### src/rtl/queuenm_flex.sv
// Circular FIFO with a per-entry modifiable M-section and a write-once N-section, occupancy flags and one-hot head export.
// Optional QUEUENM_FLEX_BYPASS_EN: an empty queue forwards m_din/n_din to dout, and a same-cycle rd lets the entry pass straight through.
module queuenm_flex #(
    parameter int M_WIDTH   = 8,
    parameter int N_WIDTH   = 8,
    parameter int Q_LENGTH  = 16,
    parameter int AF_THRESH = 12,
    localparam int CNT_W    = $clog2(Q_LENGTH + 1)
) (
    input  logic                         clk,
    input  logic                         clr,
    input  logic [M_WIDTH-1:0]           m_din,
    input  logic [N_WIDTH-1:0]           n_din,
    input  logic                         wr,
    input  logic                         rd,
    input  logic                         flush,
    input  logic [M_WIDTH*Q_LENGTH-1:0]  new_m_vector,
    input  logic [Q_LENGTH-1:0]          modify_vector,
    output logic                         full,
    output logic                         empty,
    output logic                         almost_full,
    output logic [CNT_W-1:0]             count,
    output logic [Q_LENGTH-1:0]          valid_vector,
    output logic [Q_LENGTH-1:0]          head_onehot,
    output logic [M_WIDTH*Q_LENGTH-1:0]  old_m_vector,
    output logic [M_WIDTH+N_WIDTH-1:0]   dout
);

    localparam logic [Q_LENGTH-1:0] PTR_INIT = Q_LENGTH'(1);

    logic [Q_LENGTH-1:0] wr_ptr_q, wr_ptr_d;
    logic [Q_LENGTH-1:0] rd_ptr_q, rd_ptr_d;
    logic [Q_LENGTH-1:0] valid_q, valid_d;
    logic [CNT_W-1:0]    count_q, count_d;
    logic [M_WIDTH-1:0]  m_q [Q_LENGTH];
    logic [M_WIDTH-1:0]  m_d [Q_LENGTH];
    logic [N_WIDTH-1:0]  n_q [Q_LENGTH];
    logic [N_WIDTH-1:0]  n_d [Q_LENGTH];

    logic                rd_acc;
    logic                wr_acc;
    logic                bypass_pass;
    logic [M_WIDTH-1:0]  head_m;
    logic [N_WIDTH-1:0]  head_n;

    // Flags depend only on registered count, so no combinational path from wr/rd.
    assign full        = (count_q == CNT_W'(Q_LENGTH));
    assign empty       = (count_q == '0);
    assign almost_full = (count_q >= CNT_W'(AF_THRESH));
    assign count       = count_q;
    assign valid_vector = valid_q;
    assign head_onehot  = rd_ptr_q;

`ifdef QUEUENM_FLEX_BYPASS_EN
    assign bypass_pass = empty & wr & rd;
`else
    assign bypass_pass = 1'b0;
`endif

    assign rd_acc = rd & ~empty;
    assign wr_acc = wr & (~full | rd_acc) & ~bypass_pass;

    // NOTE: every variable written in always_comb gets a default first, otherwise a latch is inferred.
    always_comb begin
        wr_ptr_d = wr_ptr_q;
        rd_ptr_d = rd_ptr_q;
        valid_d  = valid_q;
        count_d  = count_q;
        m_d      = m_q;
        n_d      = n_q;
        if (flush) begin
            wr_ptr_d = PTR_INIT;
            rd_ptr_d = PTR_INIT;
            valid_d  = '0;
            count_d  = '0;
        end else begin
            for (int i = 0; i < Q_LENGTH; i++) begin
                if (modify_vector[i] && valid_q[i]) begin
                    m_d[i] = new_m_vector[i*M_WIDTH +: M_WIDTH];
                end
            end
            if (rd_acc) begin
                valid_d  = valid_d & ~rd_ptr_q;
                rd_ptr_d = {rd_ptr_q[Q_LENGTH-2:0], rd_ptr_q[Q_LENGTH-1]};
            end
            // Enqueue is evaluated last so it wins over modify on the same entry.
            if (wr_acc) begin
                for (int i = 0; i < Q_LENGTH; i++) begin
                    if (wr_ptr_q[i]) begin
                        m_d[i] = m_din;
                        n_d[i] = n_din;
                    end
                end
                valid_d  = valid_d | wr_ptr_q;
                wr_ptr_d = {wr_ptr_q[Q_LENGTH-2:0], wr_ptr_q[Q_LENGTH-1]};
            end
            count_d = count_q + CNT_W'(wr_acc) - CNT_W'(rd_acc);
        end
    end

    // NOTE: entry storage is reset too, so dout and old_m_vector are defined straight out of reset.
    always_ff @(posedge clk or negedge clr) begin
        if (!clr) begin
            wr_ptr_q <= PTR_INIT;
            rd_ptr_q <= PTR_INIT;
            valid_q  <= '0;
            count_q  <= '0;
            for (int i = 0; i < Q_LENGTH; i++) begin
                m_q[i] <= '0;
                n_q[i] <= '0;
            end
        end else begin
            // NOTE: non-blocking assignments here so every register samples pre-edge values.
            wr_ptr_q <= wr_ptr_d;
            rd_ptr_q <= rd_ptr_d;
            valid_q  <= valid_d;
            count_q  <= count_d;
            m_q      <= m_d;
            n_q      <= n_d;
        end
    end

    always_comb begin
        head_m       = '0;
        head_n       = '0;
        old_m_vector = '0;
        for (int i = 0; i < Q_LENGTH; i++) begin
            if (rd_ptr_q[i]) begin
                head_m = head_m | m_q[i];
                head_n = head_n | n_q[i];
            end
            old_m_vector[i*M_WIDTH +: M_WIDTH] = m_q[i];
        end
    end

    always_comb begin
        dout = '0;
        if (!empty) begin
            dout = {head_m, head_n};
`ifdef QUEUENM_FLEX_BYPASS_EN
        end else if (wr) begin
            dout = {m_din, n_din};
`endif
        end
    end

endmodule

### config.mk
export PLATFORM = sky130hd
export DESIGN_NAME = queuenm_flex
export DESIGN_NICKNAME = d
export VERILOG_FILES = /design/src/rtl/queuenm_flex.sv
export SDC_FILE = /design/constraint.sdc
export NUM_CORES = 1
export LEC_CHECK = 0
export ABC_AREA = 1
export ABC_CLOCK_PERIOD_IN_PS = 7000
export CORE_MARGIN = 5
export CORE_UTILIZATION = 30
export CTS_CLUSTER_DIAMETER = 200
export DETAILED_ROUTE_END_ITERATION = 8
export GPL_ROUTABILITY_DRIVEN = 0
export GPL_TIMING_DRIVEN = 0
export HOLD_SLACK_MARGIN = 0.1
export PLACE_DENSITY = 0.6
export SLEW_MARGIN = 5
export SYNTH_ARGS = -nofsm -noshare
export SYNTH_HDL_FRONTEND = slang
export SYNTH_SLANG_ARGS = --single-unit
### constraint.sdc
create_clock -name clk -period 7 [get_ports clk]
set_clock_uncertainty 0.1 [all_clocks]
set_input_delay 1.75 -clock clk [delete_from_list [all_inputs] [get_ports clk]]
set_output_delay 1.75 -clock clk [all_outputs]
set_load 0.02 [all_outputs]
==> metrics, run 1 <==
Final Hold Fails 0; Place WS 2099 ps; max-slew violation count 0; root buffer cell clkbuf_16; Routed WL 86860 um; GRT Total Usage 25.32%; # Post-CTS Setup Buffers 0; total gr overflow 0; required time worst endpoint 5150 ps; crit end category primary output; Final Setup Violations 0; Vias per Instance 5.191; Layout area overhead 30.29%; # clock sinks 309; Max VDD drop 0.1367 mV; Design Area, Final 23830 sq um; fin crit period 5675 ps; Detail Placement HPWL 66220 um; outcome completed; initial drt markers 2196; syn nets 2862; Clock Pin Slew Worst Setup and Hold Paths 60 ps; cts hold-fix bufs 0; DRT Pass-1 Iters 7; CTS Buf Count 37; drt wl/cell 22.49 um; Core Area 60360 sq um; Worst Hold Class reg2reg; area of the die 65990 sq um; Netlist cell types 31; first-pass GRT wire length 126800 um; crit share post-route 81.08%; RSZ-0062 raised after global routing no; placed cells 3797; pwr dens 246.7 nW/um^2; Post-Syn Area 18290 sq um; Critical Path AT 3830 ps; largest net degree at the start of global routing 103; Setup CP Type reg2out; PortBufs 324; P_leak 12.27 nW; DRC 0; Yosys reg bits 309; Max Buffers Root-to-Sink 3; ANT nets after route 0; max frequency 176.2 MHz; io pins 349; Syn. warnings 0; Synth Instances 2688; Worst setup SP type flop; Mapped Avg Cell Area 6.803 sq um; Worst Slack Setup Final 1325 ps; clock insertion delay at the later pin of the skew report 550 ps; most common cell after layout, fill and taps aside nand2_1; Tightest Pin Transition 1122 ps; Rows 90; TritonCTS clock tree done; CTS resizes 0; Die Y 256.9 um; worst-path fanout max 10; CTS H-tree depth 2; sequential share of the synthesized area 42.30%; Post-Layout Cell Count 3863; Max Cap Viol 0; share of layout cells above drive strength 1 5.976%; vias in the first global route 19200; routed vias 20050; Die W 256.9 um; most frequent cells in the layout nand2_1, nand3_1, clkdlybuf4s50_1; nets 3228; Initial Util 30.30%; antenna violations before repair 6; Slew headroom 25.19%; placed cell area 22600 sq um
## metrics by stage
| step | TNS [ps] | power [W] | hold slack [ps] | utilization, % |
|---|---|---|---|---|
| floorplan | 0 | 0.003000 | 342.2 | - |
| detailed placement | 0 | 0.003874 | 358.2 | 37.44 |
| CTS | 0 | 0.005858 | 372.6 | 39.47 |
| global placement | -3147640 | 0.003859 | 353.1 | 37.29 |
| global route | 0 | 0.006104 | 385.1 | 39.47 |
| finish | 0 | 0.005877 | 369.4 | 39.47 |
## cell type report
class / count / area [sq um]
Tap cell: 782 / 978.4
Clock buffer: 56 / 1107
Fill cell: 6461 / 36530
Sequential cell: 309 / 7735
Multi-Input combinational cell: 2025 / 8987
Timing Repair Buffer: 327 / 3331
Clock inverter: 8 / 117.6
Inverter: 177 / 664.4
Antenna cell: 2 / 5.005
Buffer: 177 / 899.6
## worst paths after layout
check | startpoint | cells after the start | slack (ps) | endpoint
setup / recovery | head_onehot[11]$_DFFE_PN0P_ | 7 | 1320 | dout[15]
hold / removal | n_q[16]$_DFFE_PN0P_ | 2 | 370 | n_q[16]$_DFFE_PN0P_
setup reg to reg | count[2]$_DFF_PN0_ | 16 | 3300 | count[4]$_DFF_PN0_
hold reg to reg | n_q[16]$_DFFE_PN0P_ | 2 | 370 | n_q[16]$_DFFE_PN0P_
max in group asynchronous | clr | 3 | 4540 | head_onehot[0]$_DFFE_PN1P_
min in group asynchronous | clr | 1 | 1060 | n_q[83]$_DFFE_PN0P_
## registers in the layout (all words and copies together) (netlist names)
register and cells:
n_q 128, old_m_vector 128, head_onehot 16, valid_vector 16, wr_ptr_q 16, count 5
## kinds of logic after synthesis
| family | count (synthesis) | synth area share [%] |
|---|---|---|
| AO/OA/AOI/OAI | 59 | 1.704 |
| buffers and inverters | 354 | 8.553 |
| AND/OR/NAND/NOR | 1957 | 46.79 |
| adder cells (fa/ha/maj) | 9 | 0.6569 |
| flip-flops | 309 | 42.30 |
## critical path, cell delays in order (launching register included)
cell             delay, ps
dfrtp_1                470
buf_2                  330
clkbuf_1               790
nand2_1                240
nand3_1                190
nor2_1                  70
a31oi_1                470
clkdlybuf4s50_1        720
## routing by layer
metal  share of wire, %  wire (um)  global-route usage, %  vias up
li1                   -          -                      -     9269
met1                 40      34330                  33.08     9429
met4                4.9       4232                  10.68        4
met5              0.030         26                      0        -
met3                 10       8955                  6.373      227
met2                 45      39320                  40.16     1125
## where the power goes
part           switching [W]  internal [W]
registers           0.000191       0.00196
logic                0.00110      0.000631
clock network       0.000803       0.00120
## Yosys cell counts
| master | number | area share, % |
|---|---|---|
| nand2_1 | 1373 | 28 |
| nand3_1 | 337 | 9.2 |
| dfrtp_1 | 307 | 42 |
| inv_1 | 173 | 3.6 |
| nand4_1 | 138 | 4.7 |
| clkbuf_1 | 68 | 1.4 |
| nor2_1 | 59 | 1.2 |
| buf_2 | 50 | 1.4 |
| buf_1 | 37 | 0.76 |
| o21ai_0 | 30 | 0.82 |
| a21oi_1 | 20 | 0.55 |
| buf_6 | 18 | 1.1 |
| nand3_2 | 15 | 0.82 |
| nand3_4 | 13 | 1.2 |
| ha_1 | 8 | 0.55 |
| a31oi_1 | 7 | 0.24 |
| nor2_2 | 7 | 0.24 |
| nor2_8 | 6 | 0.66 |
| nor2_4 | 4 | 0.25 |
| buf_12 | 2 | 0.22 |
| clkinv_1 | 2 | 0.041 |
| dfstp_2 | 2 | 0.29 |
| inv_2 | 2 | 0.041 |
| nand2_2 | 2 | 0.068 |
| nor3_1 | 2 | 0.055 |
| a221o_1 | 1 | 0.055 |
| buf_4 | 1 | 0.041 |
| clkbuf_2 | 1 | 0.027 |
| fa_1 | 1 | 0.11 |
| nand4_4 | 1 | 0.12 |
| o21bai_1 | 1 | 0.041 |
Note: power is estimated with default switching activity, not from simulation.
==> inputs of run 2 (changes only) <==
--- a/config.mk
+++ b/config.mk
@@ -6,7 +6,7 @@
 export NUM_CORES = 1
 export LEC_CHECK = 0
 export ABC_AREA = 1
-export ABC_CLOCK_PERIOD_IN_PS = 7000
+export ABC_CLOCK_PERIOD_IN_PS = 4880
 export CORE_MARGIN = 5
 export CORE_UTILIZATION = 30
 export CTS_CLUSTER_DIAMETER = 200
@@ -14,7 +14,7 @@
 export GPL_ROUTABILITY_DRIVEN = 0
 export GPL_TIMING_DRIVEN = 0
 export HOLD_SLACK_MARGIN = 0.1
-export PLACE_DENSITY = 0.6
+export PLACE_DENSITY = 0.62
 export SLEW_MARGIN = 5
 export SYNTH_ARGS = -nofsm -noshare
 export SYNTH_HDL_FRONTEND = slang
==> constraint.sdc (replaced) <==
create_clock -name clk -period 4.88 [get_ports clk]
set_clock_uncertainty 0.1 [all_clocks]
set_input_delay 1.22 -clock clk [delete_from_list [all_inputs] [get_ports clk]]
set_output_delay 1.22 -clock clk [all_outputs]
set_load 0.02 [all_outputs]
==> run 2 against run 1 <==
Net effect:
- critical path depth did not move
- clock-buffer cell count decreased by 2
- core utilization up 0.054 points
- first-iteration DRC count up 9.3%
- power is 45% higher
- clock power up 47%
- worst setup slack lost 1300 ps
- wire length decreased by 1.1%
- global-route usage fell by 0.34 points
- final cell count about the same
- critical endpoint unchanged
==> metrics, run 2 (synthesis results as in run 1) <==
grt met2 use 39.63% (-0.53 points); Layout area overhead 30.47%; max-slew violation count 0 (unchanged); share of layout cells above drive strength 1 6.010% (+0.034 points); worst-path fanout max 10 (unchanged); fin crit period 4832 ps; crit end category primary output; required time worst endpoint 3560 ps (-1590 ps); P_leak 12.29 nW (+0.17%); # clock sinks 309 (unchanged); Vias per Instance 5.216 (+0.47%); crit share post-route 99.02%; clock insertion delay at the later pin of the skew report 560 ps (about the same); Worst path max stage delay 710 ps (-80 ps); Tightest Pin Transition 1055 ps (-66.99 ps); met3 usage 6.539% (+0.17 points); drt wl/cell 22.24 um (-1.1%); pwr dens 356.5 nW/um^2 (+44%); Die W 256.9 um (unchanged); GRT Total Usage 24.98% (-0.34 points); Top Family by Delay on Critical Path buffers and inverters; first-pass GRT wire length 126200 um (-0.48%); Clock Pin Slew Worst Setup and Hold Paths 60 ps (about the same); Fill cells 6375 (-1.3%); initial drt markers 2400 (+9.3%); Final Hold Fails 0 (unchanged); CTS H-tree depth 2 (unchanged); Routed WL 85900 um (-1.1%); met1 Track Usage GR 31.88% (-1.2 points); Worst Hold Class reg2reg; cts hold-fix bufs 0 (unchanged); area of the die 65990 sq um (unchanged); Final Setup Violations 0 (unchanged); Initial Util 30.30% (unchanged); Critical Path AT 3510 ps (-320 ps); nets 3227 (-0.031%); Die Y 256.9 um (unchanged); vias in the first global route 19470 (+1.4%); Layout Utilization 39.53% (+0.054 points); ANT nets after route 0 (unchanged); placed cell area 22600 sq um (unchanged); routed vias 20140 (+0.44%); # Post-CTS Setup Buffers 0 (unchanged); Max Buffers Root-to-Sink 3 (unchanged); Max VDD drop 0.2289 mV (+67%); root buffer cell clkbuf_16; PortBufs 324 (unchanged); gr busiest metal met2; TritonCTS clock tree done; Setup CP Type reg2out; most common cell after layout, fill and taps aside nand2_1; Detail Placement HPWL 65870 um (-0.54%); Worst setup SP type flop; DRT Pass-1 Iters 6 (-1); io pins 349 (unchanged); most frequent cells in the layout nand2_1, nand3_1, clkdlybuf4s50_1; Slowest-stage cell, CP clkdlybuf4s50_1; Design Area, Final 23860 sq um (+0.14%); outcome completed; max frequency 206.9 MHz; RSZ-0062 raised after global routing no; DRC 0 (unchanged); antenna violations before repair 2 (-4); largest net degree at the start of global routing 91 (-12%); Max Cap Viol 0 (unchanged); crit path cell chain buf_2 > clkbuf_1 > nand2_1 > nand3_1 > nor2_1 > a31oi_1 > clkdlybuf4s50_1; Slew headroom 29.65% (+4.5 points); Buf+Inv Stages, Crit Path 3 (unchanged); Core Area 60360 sq um (unchanged); total gr overflow 0 (unchanged); CTS Buf Count 37 (unchanged); Rows 90 (unchanged)
==> run 2: changes by cell type in the layout (fill, tap and decap cells not counted) <==
cell | before | now
buf_1 | 37 | 36
clkbuf_16 | 37 | 39
clkbuf_8 | 11 | 7
clkinvlp_4 | 1 | 0
clkbuf_1 | 76 | 75
buf_2 | 50 | 51
bufinv_16 | 3 | 4
inv_6 | 0 | 2
==> run 2: where the power goes <==
part	internal, W	switching, W
logic	0.000907	0.00158
registers	0.00281	0.000275
clock network	0.00178	0.00116
total	0.00549	0.00301
==> run 2: path summary, 6_finish.rpt <==
check | from | end | slack (ps) | cells after the start
max in group asynchronous | clr | old_m_vector[19]$_DFFE_PN0N_ | 3300 | 2
hold reg to reg | n_q[72]$_DFFE_PN0P_ | n_q[72]$_DFFE_PN0P_ | 370 | 2
hold / removal | n_q[72]$_DFFE_PN0P_ | n_q[72]$_DFFE_PN0P_ | 370 | 2
setup / recovery | head_onehot[11]$_DFFE_PN0P_ | dout[15] | 50 | 7
min in group asynchronous | clr | n_q[84]$_DFFE_PN0P_ | 500 | 1
setup reg to reg | count[2]$_DFF_PN0_ | count[4]$_DFF_PN0_ | 1080 | 16
==> run 2: metal layers <==
metal | vias to the layer above | wire length (um)
met5 | - | 7
met4 | 2 | 4832
met3 | 247 | 8884
met2 | 1118 | 38740
met1 | 9509 | 33440
li1 | 9267 | -
==> run 2: final cells by class <==
cell class	count	area [sq um]	share of cell area (%)
sequential	309	7735	32.42
antenna	2	5.005	0.02098
multi-input combinational	2025	8987	37.67
buffer	176	897.1	3.760
timing repair buffer	327	3331	13.96
inverter	177	664.4	2.785
tap	782	978.4	4.101
clock buffer	54	1102	4.620
clock inverter	10	157.7	0.6608
==> run 2: through the flow <==
stage / total power (W) / instances / worst slack [ps] / TNS, ps / hold slack, ps
after global routing: 0.008834 / 3860 / 20.99 / 0 / 384.7
after CTS: 0.008481 / 3861 / 116.4 / 0 / 372.4
after detailed placement: 0.005557 / 3797 / 545.8 / 0 / 358.3
after floorplan: 0.004303 / 2688 / 1699 / 0 / 342.2
final: 0.008504 / 3862 / 47.89 / 0 / 369.7
after global placement: 0.005536 / 3794 / -11680 / -3592910 / 353.2
==> run 2: worst reg2reg max path, cell delays in order, from the launching register on <==
cell	delay, ps
dfrtp_1	430
inv_1	110
ha_1	240
nand3_1	240
nand2_1	530
inv_2	250
buf_2	320
ha_1	330
inv_1	40
ha_1	200
fa_1	410
nand2_1	70
inv_1	50
o21bai_1	190
nand3_1	100
nand2_1	70
nor2_1	50
==> run 2: timing repair <==
item                       in CTS  in global routing
pin swaps                       0                  0
cloned                          0                  0
resized for setup               1                  0
setup endpoints to repair       2                  1
==> inputs of run 3 (changes only) <==
--- a/config.mk
+++ b/config.mk
@@ -14,6 +14,7 @@
 export GPL_ROUTABILITY_DRIVEN = 0
 export GPL_TIMING_DRIVEN = 0
 export HOLD_SLACK_MARGIN = 0.1
+export MAX_ROUTING_LAYER = met4
 export PLACE_DENSITY = 0.62
 export SLEW_MARGIN = 5
 export SYNTH_ARGS = -nofsm -noshare
==> constraint.sdc (replaced) <==
create_clock -name clk -period 4.88 [get_ports clk]
set_clock_uncertainty 0.1 [all_clocks]
set_input_delay 1.22 -clock clk [delete_from_list [all_inputs] [get_ports clk]]
set_output_delay 1.22 -clock clk [all_outputs]
set_load 0.1 [all_outputs]
==> run 3 against run 2 <==
Net effect:
- the run now ends with negative setup slack left
- sequential share of layout area shrank 0.095 points
- clock-buffer cell count grew 1
- clock power grew 4%
- sequential cell count is the same
- register-to-register slack is essentially flat
- core utilization grew 0.12 points
- critical path type unchanged
- largest cell class unchanged
==> metrics, run 3 (synthesis results as in run 1) <==
outcome complete, but fails checks; failing checks negative setup slack; nets 3228 (+0.031%); Die W 256.9 um (unchanged); drt wl/cell 22.00 um (-1.1%); routed vias 19990 (-0.74%); Routed WL 85110 um (-0.92%); Overall Power 0.009942 W (+17%); Final Setup Violations 2 (+2); Die Y 256.9 um (unchanged); CTS Buf Count 37 (unchanged); crit path cell chain inv_1 > ha_1 > nand3_1 > clkinv_1 > buf_1 > nor2_1 > dlygate4sd2_1; Worst path max stage delay 890 ps (+180 ps); Critical Path AT 3580 ps (+70 ps); max frequency 204.1 MHz (-1.4%); crit share post-route 100.4% (+1.4 points); Final Hold Fails 0 (unchanged); Post-Route M1 WL 32970 um (-1.4%); met3 wire length 9111 um (+2.6%); area of the die 65990 sq um (unchanged); Rows 90 (unchanged); vias in the first global route 19070 (-2.1%); Max Cap Viol 0 (unchanged); # Post-CTS Setup Buffers 0 (unchanged); Setup CP Type reg2out; P_leak 12.37 nW (+0.61%); worst-path fanout max 10 (unchanged); DRC 0 (unchanged); Worst setup SP type flop; Buf+Inv Stages, Crit Path 4 (+1); Vias per Instance 5.168 (-0.92%); # clock sinks 309 (unchanged); placed cell area 22600 sq um (about the same); Slowest-stage cell, CP dlygate4sd2_1; Top Family by Delay on Critical Path buffers and inverters; metal2 WL 38440 um (-0.78%); most common cell after layout, fill and taps aside nand2_1; ANT nets after route 0 (unchanged); max-slew violation count 0 (unchanged); fin crit period 4901 ps (+68.40 ps); clock insertion delay at the later pin of the skew report 560 ps (about the same); Max Buffers Root-to-Sink 3 (unchanged); most frequent cells in the layout nand2_1, nand3_1, dfrtp_1; Max VDD drop 0.5396 mV (+140%); DRT Pass-1 Iters 6 (unchanged); Detail Placement HPWL 65680 um (-0.28%); root buffer cell clkbuf_16; Tightest Pin Transition 1106 ps (+51.25 ps); initial drt markers 2293 (-4.5%); largest net degree at the start of global routing 98 (+7.7%); GRT Total Usage 25.33% (+0.34 points); TritonCTS clock tree done; total gr overflow 0 (unchanged); Clock Pin Slew Worst Setup and Hold Paths 60 ps (about the same); Layout area overhead 30.85%; antenna violations before repair 5 (+3); RSZ-0062 raised after global routing yes; Slew headroom 26.01% (-3.6 points); pwr dens 415.5 nW/um^2 (+17%); Initial Util 30.30% (unchanged); Top Layer Used met4; Worst Hold Class reg2reg; CTS H-tree depth 2 (unchanged); share of layout cells above drive strength 1 6.522% (+0.51 points); PortBufs 324 (unchanged); io pins 349 (unchanged); first-pass GRT wire length 123600 um (-2.1%); required time worst endpoint 3560 ps (about the same); Core Area 60360 sq um (unchanged); Design Area, Final 23930 sq um (+0.29%); Worst Slack Setup Final -20.51 ps (-68.40 ps); crit end category primary output
==> run 3: layer usage <==
layer  vias to the layer above  global-route usage [%]
met5                         -                       -
met1                      9336                   32.00
met4                         0                   11.57
met2                      1138                   38.93
li1                       9282                       -
met3                       238                   5.765
==> run 3: tightest hold or removal path: cells and delay by family, from the launching register on <==
kind	cells	cell delay, ps
AND/OR/NAND/NOR	2	100
flip-flops	1	340
==> run 3: worst paths after layout <==
kind | startpoint | to | slack (ps) | cells past startpoint
setup / recovery | count[2]$_DFF_PN0_ | dout[0] | -20 | 7
hold / removal | n_q[72]$_DFFE_PN0P_ | n_q[72]$_DFFE_PN0P_ | 370 | 2
setup reg to reg | count[2]$_DFF_PN0_ | count[4]$_DFF_PN0_ | 1090 | 16
hold reg to reg | n_q[72]$_DFFE_PN0P_ | n_q[72]$_DFFE_PN0P_ | 370 | 2
max in group asynchronous | clr | head_onehot[0]$_DFFE_PN1P_ | 2900 | 3
min in group asynchronous | clr | n_q[92]$_DFFE_PN0P_ | 540 | 1
==> run 3: repair_timing <==
action	in CTS	in global routing
hold buffers	0	0
setup endpoints to repair	17	5
endpoints found under the hold margin	0	0
gates resized for setup	27	11
cloned	0	0
==> run 3: cell type report <==
cell class                 instances  area, sq um
clock buffer                      55         1146
clock inverter                    12        192.7
sequential                       309         7735
buffer                           177        899.6
tap                              782        978.4
inverter                         177        664.4
multi-input combinational       2025         8994
timing repair buffer             327         3306
fill                            6424        36430
antenna                            5        12.51
==> run 3: metrics by stage <==
| step | TNS (ps) | util, % | setup WS, ps | hold WS (ps) | std cells |
|---|---|---|---|---|---|
| 2_1_floorplan | -1889 | - | -236.1 | 342.2 | 2688 |
| 5_1_grt | -17.93 | 39.64 | -11.64 | 386.7 | 3869 |
| 6_report | -29.53 | 39.64 | -20.51 | 367.3 | 3869 |
| 3_5_place_dp | 0 | 37.44 | 43.59 | 358.3 | 3797 |
| 3_3_place_gp | -3639310 | 37.30 | -11840 | 353.3 | 3794 |
| 4_1_cts | 0 | 39.65 | 4.739 | 373.0 | 3864 |
==> run 3: where the power goes <==
part	internal [W]	leakage, nW	switching (W)	total (W)
Sequential	0.00281	4.22	0.000278	0.00309
Combinational	0.000854	7.48	0.00294	0.00380
Clock	0.00189	0.664	0.00117	0.00306
Total	0.00555	12.4	0.00439	0.00994
